<file path="src/rtl/div_pkg.sv">
// Shared types and defaults for the radix-2 sequential divider.
// Holds the controller state encoding, the default operand width and
// a result record sized for the default width.
package div_pkg;

    localparam int DIV_WIDTH = 32;

    typedef enum logic [2:0] {
        IDLE,
        PREP,
        CALC,
        POST,
        DONE
    } div_state_e;

    // Result record at the default width, for consumers that bundle the
    // divider outputs.
    typedef struct packed {
        logic [DIV_WIDTH-1:0] quo;
        logic [DIV_WIDTH-1:0] rem;
        logic                 dbz;
    } div_res_t;

endpackage

</file>
<file path="src/rtl/div_01bit_step.sv">
// One restoring-division step: shift the next dividend bit into the partial remainder, trial-subtract the divisor.
// Latency: purely combinational, zero cycles.
// Backpressure: none, it has no handshake and is evaluated every cycle.
//
// Ports:
//   rem_in  - partial remainder before this step (always < divisor for b != 0)
//   dvd_bit - dividend bit entering the remainder LSB
//   divisor - divisor magnitude
//   rem_out - partial remainder after this step
//   q_bit   - quotient bit retired by this step
module div_01bit_step #(
    parameter int WIDTH = 32
) (
    input  logic [WIDTH-1:0] rem_in,
    input  logic             dvd_bit,
    input  logic [WIDTH-1:0] divisor,
    output logic [WIDTH-1:0] rem_out,
    output logic             q_bit
);

    logic [WIDTH:0] shifted;
    logic [WIDTH:0] trial;
    logic           unused_shift_msb;

    assign shifted = {rem_in, dvd_bit};
    assign trial   = shifted - {1'b0, divisor};

    // rem_in < divisor keeps shifted below 2*divisor, so a WIDTH+1-bit
    // difference has its MSB set exactly when the subtraction borrowed.
    assign q_bit   = ~trial[WIDTH];

    // A restored remainder is below the divisor, so it fits in WIDTH bits.
    assign rem_out = q_bit ? trial[WIDTH-1:0] : shifted[WIDTH-1:0];

    assign unused_shift_msb = shifted[WIDTH];

endmodule

</file>
<file path="src/rtl/div_radix2_seq.sv">
// Iterative radix-2 restoring divider (DIV/REM) retiring one quotient bit per clock.
// Latency: o_valid rises WIDTH+2 edges after the accepting edge, independent of the data.
// Backpressure: o_ready is high only in IDLE; the result is held in DONE until i_ready.
//
// Ports: i_clk/i_rst_n (async active-low), i_valid/o_ready request handshake with
// i_sig, i_num_a (dividend), i_num_b (divisor); o_valid/i_ready result handshake
// with o_quo, o_rem, o_dbz (divide-by-zero, qualified by o_valid).
// Build option: define DIV_SIGNED_EN to honour i_sig (two's-complement, quotient
// truncates toward zero, remainder takes the dividend's sign). Without it every
// operation is unsigned and i_sig is ignored; PREP/POST still take one cycle each.
module div_radix2_seq
    import div_pkg::*;
#(
    parameter int WIDTH = DIV_WIDTH,
    localparam int CNT_W = $clog2(WIDTH)
) (
    input  logic             i_clk,
    input  logic             i_rst_n,
    input  logic             i_valid,
    output logic             o_ready,
    input  logic             i_sig,
    input  logic [WIDTH-1:0] i_num_a,
    input  logic [WIDTH-1:0] i_num_b,
    output logic             o_valid,
    input  logic             i_ready,
    output logic [WIDTH-1:0] o_quo,
    output logic [WIDTH-1:0] o_rem,
    output logic             o_dbz
);

    div_state_e       state_q;
    div_state_e       state_d;

    logic [WIDTH-1:0] a_q;     // original dividend, returned as remainder on divide-by-zero
    logic [WIDTH-1:0] b_q;     // raw divisor until PREP, then its magnitude
    logic [WIDTH-1:0] dvd_q;   // dividend bits shift out the top, quotient bits shift in
    logic [WIDTH-1:0] rem_q;   // partial remainder
    logic [CNT_W-1:0] cnt_q;
    logic             dbz_q;

    logic [WIDTH-1:0] mag_a;
    logic [WIDTH-1:0] mag_b;
    logic [WIDTH-1:0] quo_fin;
    logic [WIDTH-1:0] rem_fin;

    logic [WIDTH-1:0] step_rem;
    logic             step_q;

`ifdef DIV_SIGNED_EN
    logic sig_q;
    logic quo_neg_q;
    logic rem_neg_q;
    logic sa;
    logic sb;

    assign sa      = sig_q & a_q[WIDTH-1];
    assign sb      = sig_q & b_q[WIDTH-1];
    // Negating MIN yields MIN, which reads correctly as an unsigned magnitude,
    // so MIN / -1 lands on quotient MIN, remainder 0 without a special case.
    assign mag_a   = sa ? -a_q : a_q;
    assign mag_b   = sb ? -b_q : b_q;
    assign quo_fin = quo_neg_q ? -dvd_q : dvd_q;
    assign rem_fin = rem_neg_q ? -rem_q : rem_q;

    always_ff @(posedge i_clk or negedge i_rst_n) begin
        if (!i_rst_n) begin
            sig_q     <= 1'b0;
            quo_neg_q <= 1'b0;
            rem_neg_q <= 1'b0;
        end else begin
            if (state_q == IDLE && i_valid) begin
                sig_q <= i_sig;
            end
            if (state_q == PREP) begin
                quo_neg_q <= sa ^ sb;
                rem_neg_q <= sa;
            end
        end
    end
`else
    logic unused_sig;

    assign unused_sig = i_sig;
    assign mag_a      = a_q;
    assign mag_b      = b_q;
    assign quo_fin    = dvd_q;
    assign rem_fin    = rem_q;
`endif

    // Single step instance, reused for every CALC iteration.
    div_01bit_step #(
        .WIDTH (WIDTH)
    ) u_step (
        .rem_in  (rem_q),
        .dvd_bit (dvd_q[WIDTH-1]),
        .divisor (b_q),
        .rem_out (step_rem),
        .q_bit   (step_q)
    );

    always_ff @(posedge i_clk or negedge i_rst_n) begin
        if (!i_rst_n) begin
            state_q <= IDLE;
        end else begin
            state_q <= state_d;
        end
    end

    always_comb begin
        state_d = state_q;
        o_ready = 1'b0;
        o_valid = 1'b0;
        case (state_q)
            IDLE: begin
                o_ready = 1'b1;
                if (i_valid) begin
                    state_d = PREP;
                end
            end
            PREP: state_d = CALC;
            CALC: begin
                if (cnt_q == '0) begin
                    state_d = POST;
                end
            end
            POST: state_d = DONE;
            DONE: begin
                o_valid = 1'b1;
                if (i_ready) begin
                    state_d = IDLE;
                end
            end
            default: state_d = IDLE;
        endcase
    end

    always_ff @(posedge i_clk or negedge i_rst_n) begin
        if (!i_rst_n) begin
            a_q   <= '0;
            b_q   <= '0;
            dvd_q <= '0;
            rem_q <= '0;
            cnt_q <= '0;
            dbz_q <= 1'b0;
            o_quo <= '0;
            o_rem <= '0;
            o_dbz <= 1'b0;
        end else begin
            case (state_q)
                IDLE: begin
                    if (i_valid) begin
                        a_q <= i_num_a;
                        b_q <= i_num_b;
                    end
                end
                PREP: begin
                    dvd_q <= mag_a;
                    b_q   <= mag_b;
                    rem_q <= '0;
                    dbz_q <= (b_q == '0);
                    cnt_q <= CNT_W'(WIDTH - 1);
                end
                CALC: begin
                    rem_q <= step_rem;
                    dvd_q <= {dvd_q[WIDTH-2:0], step_q};
                    if (cnt_q != '0) begin
                        cnt_q <= cnt_q - 1'b1;
                    end
                end
                POST: begin
                    o_dbz <= dbz_q;
                    if (dbz_q) begin
                        o_quo <= '1;
                        o_rem <= a_q;
                    end else begin
                        o_quo <= quo_fin;
                        o_rem <= rem_fin;
                    end
                end
                default: ;
            endcase
        end
    end

endmodule

</file>
<file path="config.mk">
export PLATFORM = sky130hd
export DESIGN_NAME = div_radix2_seq
export DESIGN_NICKNAME = d
export VERILOG_FILES = /design/src/rtl/div_pkg.sv /design/src/rtl/div_01bit_step.sv /design/src/rtl/div_radix2_seq.sv
export SDC_FILE = /design/constraint.sdc
export NUM_CORES = 1
export LEC_CHECK = 0
export CAP_MARGIN = 20
export CORE_MARGIN = 2
export CORE_UTILIZATION = 50
export DETAILED_ROUTE_END_ITERATION = 8
export GPL_ROUTABILITY_DRIVEN = 0
export PLACE_DENSITY = 0.74
export SLEW_MARGIN = 25
export SYNTH_ARGS = -nofsm -noshare
export SYNTH_HDL_FRONTEND = slang
export SYNTH_SLANG_ARGS = --single-unit
export TNS_END_PERCENT = 5
</file>
<file path="constraint.sdc">
create_clock -name i_clk -period 3 [get_ports i_clk]
set_input_delay 0.45 -clock i_clk [delete_from_list [all_inputs] [get_ports i_clk]]
set_output_delay 0.45 -clock i_clk [all_outputs]
set_load 0.005 [all_outputs]
</file>
==> results of run 1 <==
[logic make-up (layout without fill, tap and decap cells)]
logic type                 after synthesis  in the layout
buffers and inverters                  105            262
AOI/OAI and AO/OA                      304            304
DFF                                    202            202
and+or+nand+nor                        329            329
adders and majority gates               35             35
xor gates and xnor gates                25             25
muxes                                   71             71
[worst paths after layout]
path	endpoint	from	slack [ps]	depth (start not counted)
setup / recovery	rem_fin[29]	dvd_q[31]	-20	15
hold / removal	o_quo[3]	o_quo[3]	480	2
setup reg to reg	rem_fin[29]	dvd_q[31]	-20	15
hold reg to reg	o_quo[3]	o_quo[3]	480	2
max in group asynchronous	o_quo[12]	i_rst_n	1690	3
min in group asynchronous	o_quo[4]	i_rst_n	510	2
[registers in the layout, indices dropped and copies added, names as in the netlist]
name,cells
a_q,32
b_q,32
dvd_q,32
o_quo,32
o_rem,32
rem_fin,32
cnt_q,5
state_q,3
dbz_q,1
o_dbz,1
[worst max-delay path: stages (launching register included)]
cell      delay, ps
dfrtp_1         390
inv_2            80
ha_4            140
inv_2            40
fa_2            410
a211oi_4        290
o21ai_2         120
a211oi_2        270
o21ai_2         130
nand2_2         100
o211ai_4        110
buf_12          150
buf_12          120
or3_1           300
mux2_2          260
nand2_1          60
[stage by stage]
step           area, um2  setup TNS [ps]
3_3_place_gp       11900            -643
2_1_floorplan      10100               0
4_1_cts            12700               0
6_report           12800           -38.9
3_5_place_dp       11900           -1380
5_1_grt            12800           -1540
[synthesized netlist by cell type (all sizes together) (2+ instances only)]
| cell | number |
|---|---|
| xnor2 | 15 |
| a31oi | 7 |
| dfrtp | 202 |
| nor3 | 9 |
| a21boi | 4 |
| and2 | 3 |
| a21oi | 54 |
| nor2b | 5 |
| and3 | 5 |
| nand4 | 4 |
| xor2 | 10 |
| o21a | 7 |
| a32oi | 9 |
| a22oi | 31 |
| o21bai | 6 |
| a21o | 16 |
| nand3 | 7 |
| buf | 16 |
| mux2i | 36 |
| nand2 | 215 |
| inv | 44 |
| o211ai | 6 |
| o31a | 2 |
| nor2 | 58 |
| o22ai | 2 |
| nor4 | 10 |
| ha | 34 |
| or3 | 5 |
| o31ai | 2 |
| nand2b | 2 |
| o21ai | 143 |
| a211oi | 7 |
| clkbuf | 45 |
| mux2 | 35 |
[report_power, final]
group | leakage [uW] | switching (uW) | internal, uW
Sequential | 0.00257 | 1050 | 3940
Combinational | 0.00276 | 4260 | 3830
Clock | 0.000346 | 1080 | 1490
[metal layers]
layer | wire, um | track usage
met1 | 11700 | 0.351
met3 | 1650 | 0.0334
met2 | 11500 | 0.374
met4 | 447 | 0.0529
met5 | 0 | 0
[final cells by class]
class / instances / area [um2] / area share
flip-flops and latches: 202 / 5060 / 0.395
clock inverters: 9 / 55.1 / 0.00430
clock buffers: 29 / 638 / 0.0498
repair buffers: 180 / 1860 / 0.145
well taps: 270 / 338 / 0.0264
multi-input cells: 764 / 4700 / 0.367
inverters: 44 / 165 / 0.0129
[repair_timing]
action / CTS / global route
pin swaps: 5 / 9
gates cloned: 2 / 1
buffers inserted: 4 / 4
setup endpoints to repair: 31 / 31
resized for setup: 5 / 9
hold buffers: 1 / 0
endpoints found under the hold margin: 67 / 0
==> metrics, run 1 <==
Syn. warnings=0; fillers=1,713; Max H-tree Level=1; fmax=331 MHz; Max Slew Vio Count=0; Vias/cell=5.51; initial antenna violation count=0; vias in the first global route=7,974; I/O pins=136; drt total wl=25,300 um; worst rel slew slack=0.440; grt ovf=0; Layout Nets=1,318; layout cells sized above 1=0.112; clock sink count=202; diodes inserted=0; syn_nets=1,175; Hold Crit Class=flip-flop to flip-flop; worst-skew pair later-pin latency=500 ps; actual slew at the worst max-slew pin=840 ps; final core utilization=0.639; Power Dens Cells=1220 nW/um2; WL per Instance=16.9 um; PnR worst setup slack=-17.6 ps; RSZ-0062 raised after global routing=yes; Cell Count, Final, Fillers Out=1,498; Mapped Cells=1,071; DRC violations left=0; largest family of logic cells by synthesized area=compound AO/OA/AOI/OAI gates; Max Cap Viol=0; Leak Pwr=0.00568 uW; Synth Register Bits=202; Max clock buf depth=3; hpwl dp=17,800 um; Synth Area in Compound Gates=0.184; Die Ht=146 um; Synth Area in XOR/XNOR=0.0216; dpl cells=1,448; Synth top area share=0.499; crit path launch type=flip-flop; status=complete, but fails checks; core area=20,000 um2; Total Power=15,600 uW; prevailing post-synth register cell=dfrtp_1; clk_skew=17.5 ps; die area=21,400 um2; number of synthesized flops with an enable pin=0; largest net degree at the start of global routing=114; TritonCTS clock tree=done; clock transition at the registers of the reported paths=60 ps; initial DRC count=539; failing checks=negative setup slack; CP required=3440 ps; Setup Viol. Count Final=3; final hold vios=0; most common cell after layout, fill and taps aside=nand2_1; Antenna Nets Post-Route=0; WHS=476 ps; Die X=146 um; peak supply drop=0.694 mV; CTS root buf=clkbuf_16; Async SR Flop Fraction=1.00; share of synthesized cell area in full adder, half adder and majority cells=0.0439; final cycle utilization of the critical path=1.01; Layout area overhead=26.3%; Rows=52; WP data arrival=3460 ps; post-synthesis mux area share=0.0744; Initial Utilization=0.506; Crit Path Max Fanout=6; Initial DRT Pass Iterations=5; commonest non-fill, non-tap cells in the layout=nand2_1, dfrtp_1, clkdlybuf4s50_1; post-synth design cell area=10,100 um2; vias=8,259; Crit Path Category=flip-flop to flip-flop; register area share after synthesis=0.499; port buffer count=134; critical path endpoint category=flip-flop; Tot GR Track Use=0.237; synthesized area per cell=9.46 um2; min cycle time layout=3020 ps; dpl ws=-106 ps; Synth Area in Simple Gates=0.135; first-pass GRT wire length=41,300 um; area leader, netlist=dfrtp_1; post-synthesis cell type count=58; top cells by area, synth=dfrtp_1, nand2_1, o21ai_0; CTS buffer count=22
(Power assumes the default switching activity.)
==> run 2, diff against run 1 <==
--- a/config.mk
+++ b/config.mk
@@ -5,9 +5,10 @@
 export SDC_FILE = /design/constraint.sdc
 export NUM_CORES = 1
 export LEC_CHECK = 0
-export CAP_MARGIN = 20
+export CAP_MARGIN = 10
 export CORE_MARGIN = 2
 export CORE_UTILIZATION = 50
+export CTS_CLUSTER_DIAMETER = 120
 export DETAILED_ROUTE_END_ITERATION = 8
 export GPL_ROUTABILITY_DRIVEN = 0
 export PLACE_DENSITY = 0.74
@@ -15,4 +16,4 @@
 export SYNTH_ARGS = -nofsm -noshare
 export SYNTH_HDL_FRONTEND = slang
 export SYNTH_SLANG_ARGS = --single-unit
-export TNS_END_PERCENT = 5
+export TNS_END_PERCENT = 100
==> run 2 against run 1 <==
Net effect:
- the flow still finishes with violations (negative setup slack)
- wire length about the same
- global-route usage unchanged
- first-iteration DRC count shrank 11%
- critical endpoint unchanged
- via count increased by 0.12%
- highest routed layer unchanged
- clock power hardly changed
- combinational power increased by 1%
==> metrics, run 2 (synthesized netlist as in run 1, its figures left out) <==
status=complete, but fails checks (unchanged); failing checks=negative setup slack (unchanged); first-pass GRT wire length=41,300 um (unchanged); Leak Pwr=0.00569 uW (was 0.00568 uW); Layout Nets=1,319 (was 1,318); final cycle utilization of the critical path=1.01 (about the same); Initial DRT Pass Iterations=5 (unchanged); DRC violations left=0 (unchanged); Hold Crit Class=flip-flop to flip-flop (unchanged); dpl cell area=11,900 um2 (unchanged); clock sink count=202 (unchanged); crit path launch type=flip-flop (unchanged); Die X=146 um (unchanged); delay of the slowest critical-path stage=410 ps (about the same); Layout area overhead=26.7% (was 26.3%); Antenna Nets Post-Route=0 (unchanged); layout cells sized above 1=0.117 (was 0.112); Power Dens Cells=1230 nW/um2 (was 1220 nW/um2); Setup Viol. Count Final=4 (was 3); TritonCTS clock tree=done (unchanged); critical path endpoint category=flip-flop (unchanged); PnR worst setup slack=-26.8 ps (was -17.6 ps); min cycle time layout=3030 ps (was 3020 ps); RSZ-0062 raised after global routing=yes (unchanged); die area=21,400 um2 (unchanged); Rows=52 (unchanged); port buffer count=134 (unchanged); Bufs and invs on worst path=4 (unchanged); Max Cap Viol=0 (unchanged); Max Slew Vio Count=0 (unchanged); WHS=476 ps (about the same); Vias/cell=5.52 (was 5.51); Crit Path Category=flip-flop to flip-flop (unchanged); Crit Path Max Fanout=6 (unchanged); peak supply drop=0.697 mV (was 0.694 mV); most common cell after layout, fill and taps aside=nand2_1 (unchanged); CTS root buf=clkbuf_16 (unchanged); Initial Utilization=0.506 (unchanged); vias=8,269 (was 8,259); I/O pins=136 (unchanged); grt ovf=0 (unchanged); CTS buffer count=22 (unchanged); core area=20,000 um2 (unchanged); initial DRC count=482 (was 539); worst-path cell chain=inv_2, ha_4, inv_2, fa_2, a211oi_4, o21ai_2, a211oi_2, o21ai_2, nand2_2, o211ai_4, buf_12, buf_12, or3_1, mux2_2, nand2_1 (unchanged); WL per Instance=16.9 um (about the same); clk_skew=17.6 ps (was 17.5 ps); worst rel slew slack=0.439 (was 0.440); critical path's slowest cell=fa_2 (unchanged); diodes inserted=0 (unchanged); hpwl dp=17,800 um (unchanged); delay-heaviest family, CP=compound AO/OA/AOI/OAI gates (unchanged); Die Ht=146 um (unchanged); Total Power=15,700 uW (was 15,600 uW); CP required=3440 ps (about the same); initial antenna violation count=0 (unchanged); clock transition at the registers of the reported paths=60 ps (about the same); largest net degree at the start of global routing=114 (unchanged); Max H-tree Level=1 (unchanged); WP data arrival=3470 ps (was 3460 ps); drt total wl=25,300 um (about the same); final instance area=12,800 um2 (about the same); Tot GR Track Use=0.237 (unchanged); Max clock buf depth=3 (unchanged); final hold vios=0 (unchanged); vias in the first global route=7,974 (unchanged); commonest non-fill, non-tap cells in the layout=nand2_1, dfrtp_1, clkdlybuf4s50_1 (unchanged); fmax=330 MHz (was 331 MHz); worst-skew pair later-pin latency=500 ps (about the same); actual slew at the worst max-slew pin=842 ps (was 840 ps)
run 2: repair_timing:
item,CTS,global route
endpoints found under the hold margin,67,0
pin swaps,5,12
endpoints found under the setup margin,31,31
hold buffers,1,0
cloned,2,1
buffers inserted,4,5
gates resized for setup,5,17
run 2: tightest hold or removal path, delay by kind of cell, from the launching register on:
kind	cells	cell delay (ps)
compound gates	1	60
flops	1	330
simple gates	1	50
run 2: layer usage:
metal,part of all wire,up-vias,GRT usage
met3,0.057,31,0.0334
met5,0,-,0
met1,0.47,3964,0.351
li1,-,4030,-
met4,0.016,0,0.0529
met2,0.45,244,0.374
run 2: path summary, 6_finish.rpt:
check	startpoint	end	slack, ps	depth (start not counted)
hold / removal	o_quo[3]	o_quo[3]	480	2
min in group asynchronous	i_rst_n	o_quo[4]	510	2
hold reg to reg	o_quo[3]	o_quo[3]	480	2
setup reg to reg	dvd_q[31]	rem_fin[29]	-30	15
max in group asynchronous	i_rst_n	o_rem[14]	1690	3
setup / recovery	dvd_q[31]	rem_fin[29]	-30	15
run 2: stage by stage:
stage,utilization,setup WS (ps),setup TNS [ps],std cells
floorplan,-,150,0,1071
global placement,0.594,-52.5,-643,1448
detailed placement,0.594,-106,-1380,1448
CTS,0.635,12.8,0,1493
global route,0.641,-129,-1600,1499
finish,0.641,-26.8,-67.7,1499
run 2: layout make-up:
| type | instances | area (um2) |
|---|---|---|
| sequential | 202 | 5060 |
| clock buffer | 29 | 638 |
| timing repair buffer | 181 | 1860 |
| inverter | 44 | 165 |
| clock inverter | 9 | 55.1 |
| multi-input combinational | 764 | 4720 |
| fill | 1710 | 7200 |
| tap | 270 | 338 |
run 2: power breakdown:
part	total (uW)	switching [uW]	internal, uW
logic	8170	4310	3860
registers	4990	1050	3940
clock network	2570	1070	1490
==> run 3, diff against run 2 <==
--- a/config.mk
+++ b/config.mk
@@ -7,11 +7,11 @@
 export LEC_CHECK = 0
 export CAP_MARGIN = 10
 export CORE_MARGIN = 2
-export CORE_UTILIZATION = 50
+export CORE_UTILIZATION = 40
 export CTS_CLUSTER_DIAMETER = 120
 export DETAILED_ROUTE_END_ITERATION = 8
 export GPL_ROUTABILITY_DRIVEN = 0
-export PLACE_DENSITY = 0.74
+export PLACE_DENSITY = 0.61
 export SLEW_MARGIN = 25
 export SYNTH_ARGS = -nofsm -noshare
 export SYNTH_HDL_FRONTEND = slang
==> run 3 against run 2 <==
Net effect:
- the flow now finishes without violations
- cell area up 0.49%
- clock skew decreased by 9.0 ps
- clock power grew 2%
- non-clock buffer count grew 1
==> metrics, run 3 (synthesized netlist as in run 1, its figures left out) <==
status=finished, final reports clean (was complete, but fails checks); Setup crit start=dvd_q[31] (unchanged); clock sink count=202 (unchanged); port buffer count=134 (unchanged); hpwl dp=18,600 um (was 17,800 um); worst-skew pair later-pin latency=510 ps (was 500 ps); DRC violations left=0 (unchanged); reg2reg start=dvd_q[31] (unchanged); WP data arrival=3270 ps (was 3470 ps); vias=8,104 (was 8,269); Crit Path Category=flip-flop to flip-flop (unchanged); critical path endpoint category=flip-flop (unchanged); actual slew at the worst max-slew pin=909 ps (was 842 ps); clock transition at the registers of the reported paths=60 ps (about the same); layout cells sized above 1=0.119 (was 0.117); TritonCTS clock tree=done (unchanged); Power Dens Cells=1210 nW/um2 (was 1230 nW/um2); Initial DRT Pass Iterations=5 (unchanged); WHS=476 ps (about the same); RSZ-0062 raised after global routing=no (was yes); first-pass GRT wire length=41,600 um (was 41,300 um); Setup Viol. Count Final=0 (was 4); dpl cells=1,516 (was 1,448); CP required=3390 ps (was 3440 ps); R2R setup slack=120 ps (was -30 ps); vias in the first global route=7,752 (was 7,974); Layout Nets=1,320 (was 1,319); commonest non-fill, non-tap cells in the layout=nand2_1, dfrtp_1, clkdlybuf4s50_1 (unchanged); Antenna Nets Post-Route=0 (unchanged); Hold Crit Class=flip-flop to flip-flop (unchanged); clk_skew=8.61 ps (was 17.6 ps); initial DRC count=521 (was 482); largest net degree at the start of global routing=107 (was 114); Die X=163 um (was 146 um); I/O pins=136 (unchanged); hold path startpoint=o_quo[22] (was o_quo[3]); peak supply drop=0.506 mV (was 0.697 mV); Max Slew Vio Count=0 (unchanged); Max Cap Viol=0 (unchanged); Vias/cell=5.20 (was 5.52); crit path launch type=flip-flop (unchanged); fillers=2,330 (was 1,710); diodes inserted=0 (unchanged); core area=25,000 um2 (was 20,000 um2); most common cell after layout, fill and taps aside=nand2_1 (unchanged); drt total wl=26,000 um (was 25,300 um); fmax=348 MHz (was 330 MHz); final cycle utilization of the critical path=0.959 (was 1.01); Cell Count, Final, Fillers Out=1,559 (was 1,499); grt ovf=0 (unchanged); Crit Path Max Fanout=7 (was 6); WL per Instance=16.7 um (was 16.9 um); Max clock buf depth=3 (unchanged); Layout area overhead=27.3% (was 26.7%); Initial Utilization=0.405 (was 0.506); initial antenna violation count=0 (unchanged); Rows=58 (was 52); Die Ht=163 um (was 146 um); worst rel slew slack=0.394 (was 0.439); final core utilization=0.515 (was 0.641); Leak Pwr=0.00570 uW (was 0.00569 uW); CTS root buf=clkbuf_16 (unchanged); die area=26,600 um2 (was 21,400 um2); final hold vios=0 (unchanged); CTS buffer count=22 (unchanged); Tot GR Track Use=0.196 (was 0.237); Total Power=15,600 uW (was 15,700 uW); Max H-tree Level=1 (unchanged); min cycle time layout=2880 ps (was 3030 ps)
## run 3: area by class of cell
class	count	area (um2)	share of cell area
tap	330	413	0.0320
inverter	44	165	0.0128
sequential	202	5060	0.392
clock inverter	9	83.8	0.00650
timing repair buffer	182	1820	0.141
clock buffer	28	613	0.0475
multi-input combinational	764	4750	0.368
## run 3: worst paths after layout
| path | to | cells after the start |
|---|---|---|
| setup / recovery | rem_fin[1] | 13 |
| hold / removal | o_quo[22] | 2 |
| setup reg to reg | rem_fin[1] | 13 |
| hold reg to reg | o_quo[22] | 2 |
| max in group asynchronous | b_q[25] | 3 |
| min in group asynchronous | o_rem[5] | 2 |
## run 3: through the flow
stage                     area, um2  TNS, ps  setup slack, ps
after floorplan               10100        0              150
after global placement        12000    -1070            -78.9
after detailed placement      12000    -1650             -118
after CTS                     12700        0             35.1
after global routing          12900        0             2.26
final                         12900        0              123
## run 3: power by group
group	total [uW]	internal [uW]	switching, uW
combinational	8050	3750	4300
clock	2610	1530	1090
sequential	4960	3940	1030
## run 3: repair_timing
item,in CTS,in global routing
resized for setup,5,14
hold buffers,1,0
pin swaps,0,8
cloned,0,3
buffers inserted,1,1
endpoints found under the setup margin,31,25
endpoints found under the hold margin,67,0
## run 3: layer usage
metal | track usage | routed length (um)
met4 | 0.0447 | 504
met3 | 0.0234 | 1210
met5 | 0 | 0
met1 | 0.304 | 13100
met2 | 0.292 | 11200
## run 3: worst max-delay path: stages (launching register included)
cell	delay, ps
dfrtp_1	380
inv_2	80
ha_4	140
inv_2	40
fa_2	340
a211oi_2	240
o21ai_2	100
a211oi_2	290
o21ai_2	120
o311a_4	330
o211ai_4	200
clkbuf_16	240
mux2i_1	170
o21ai_1	70
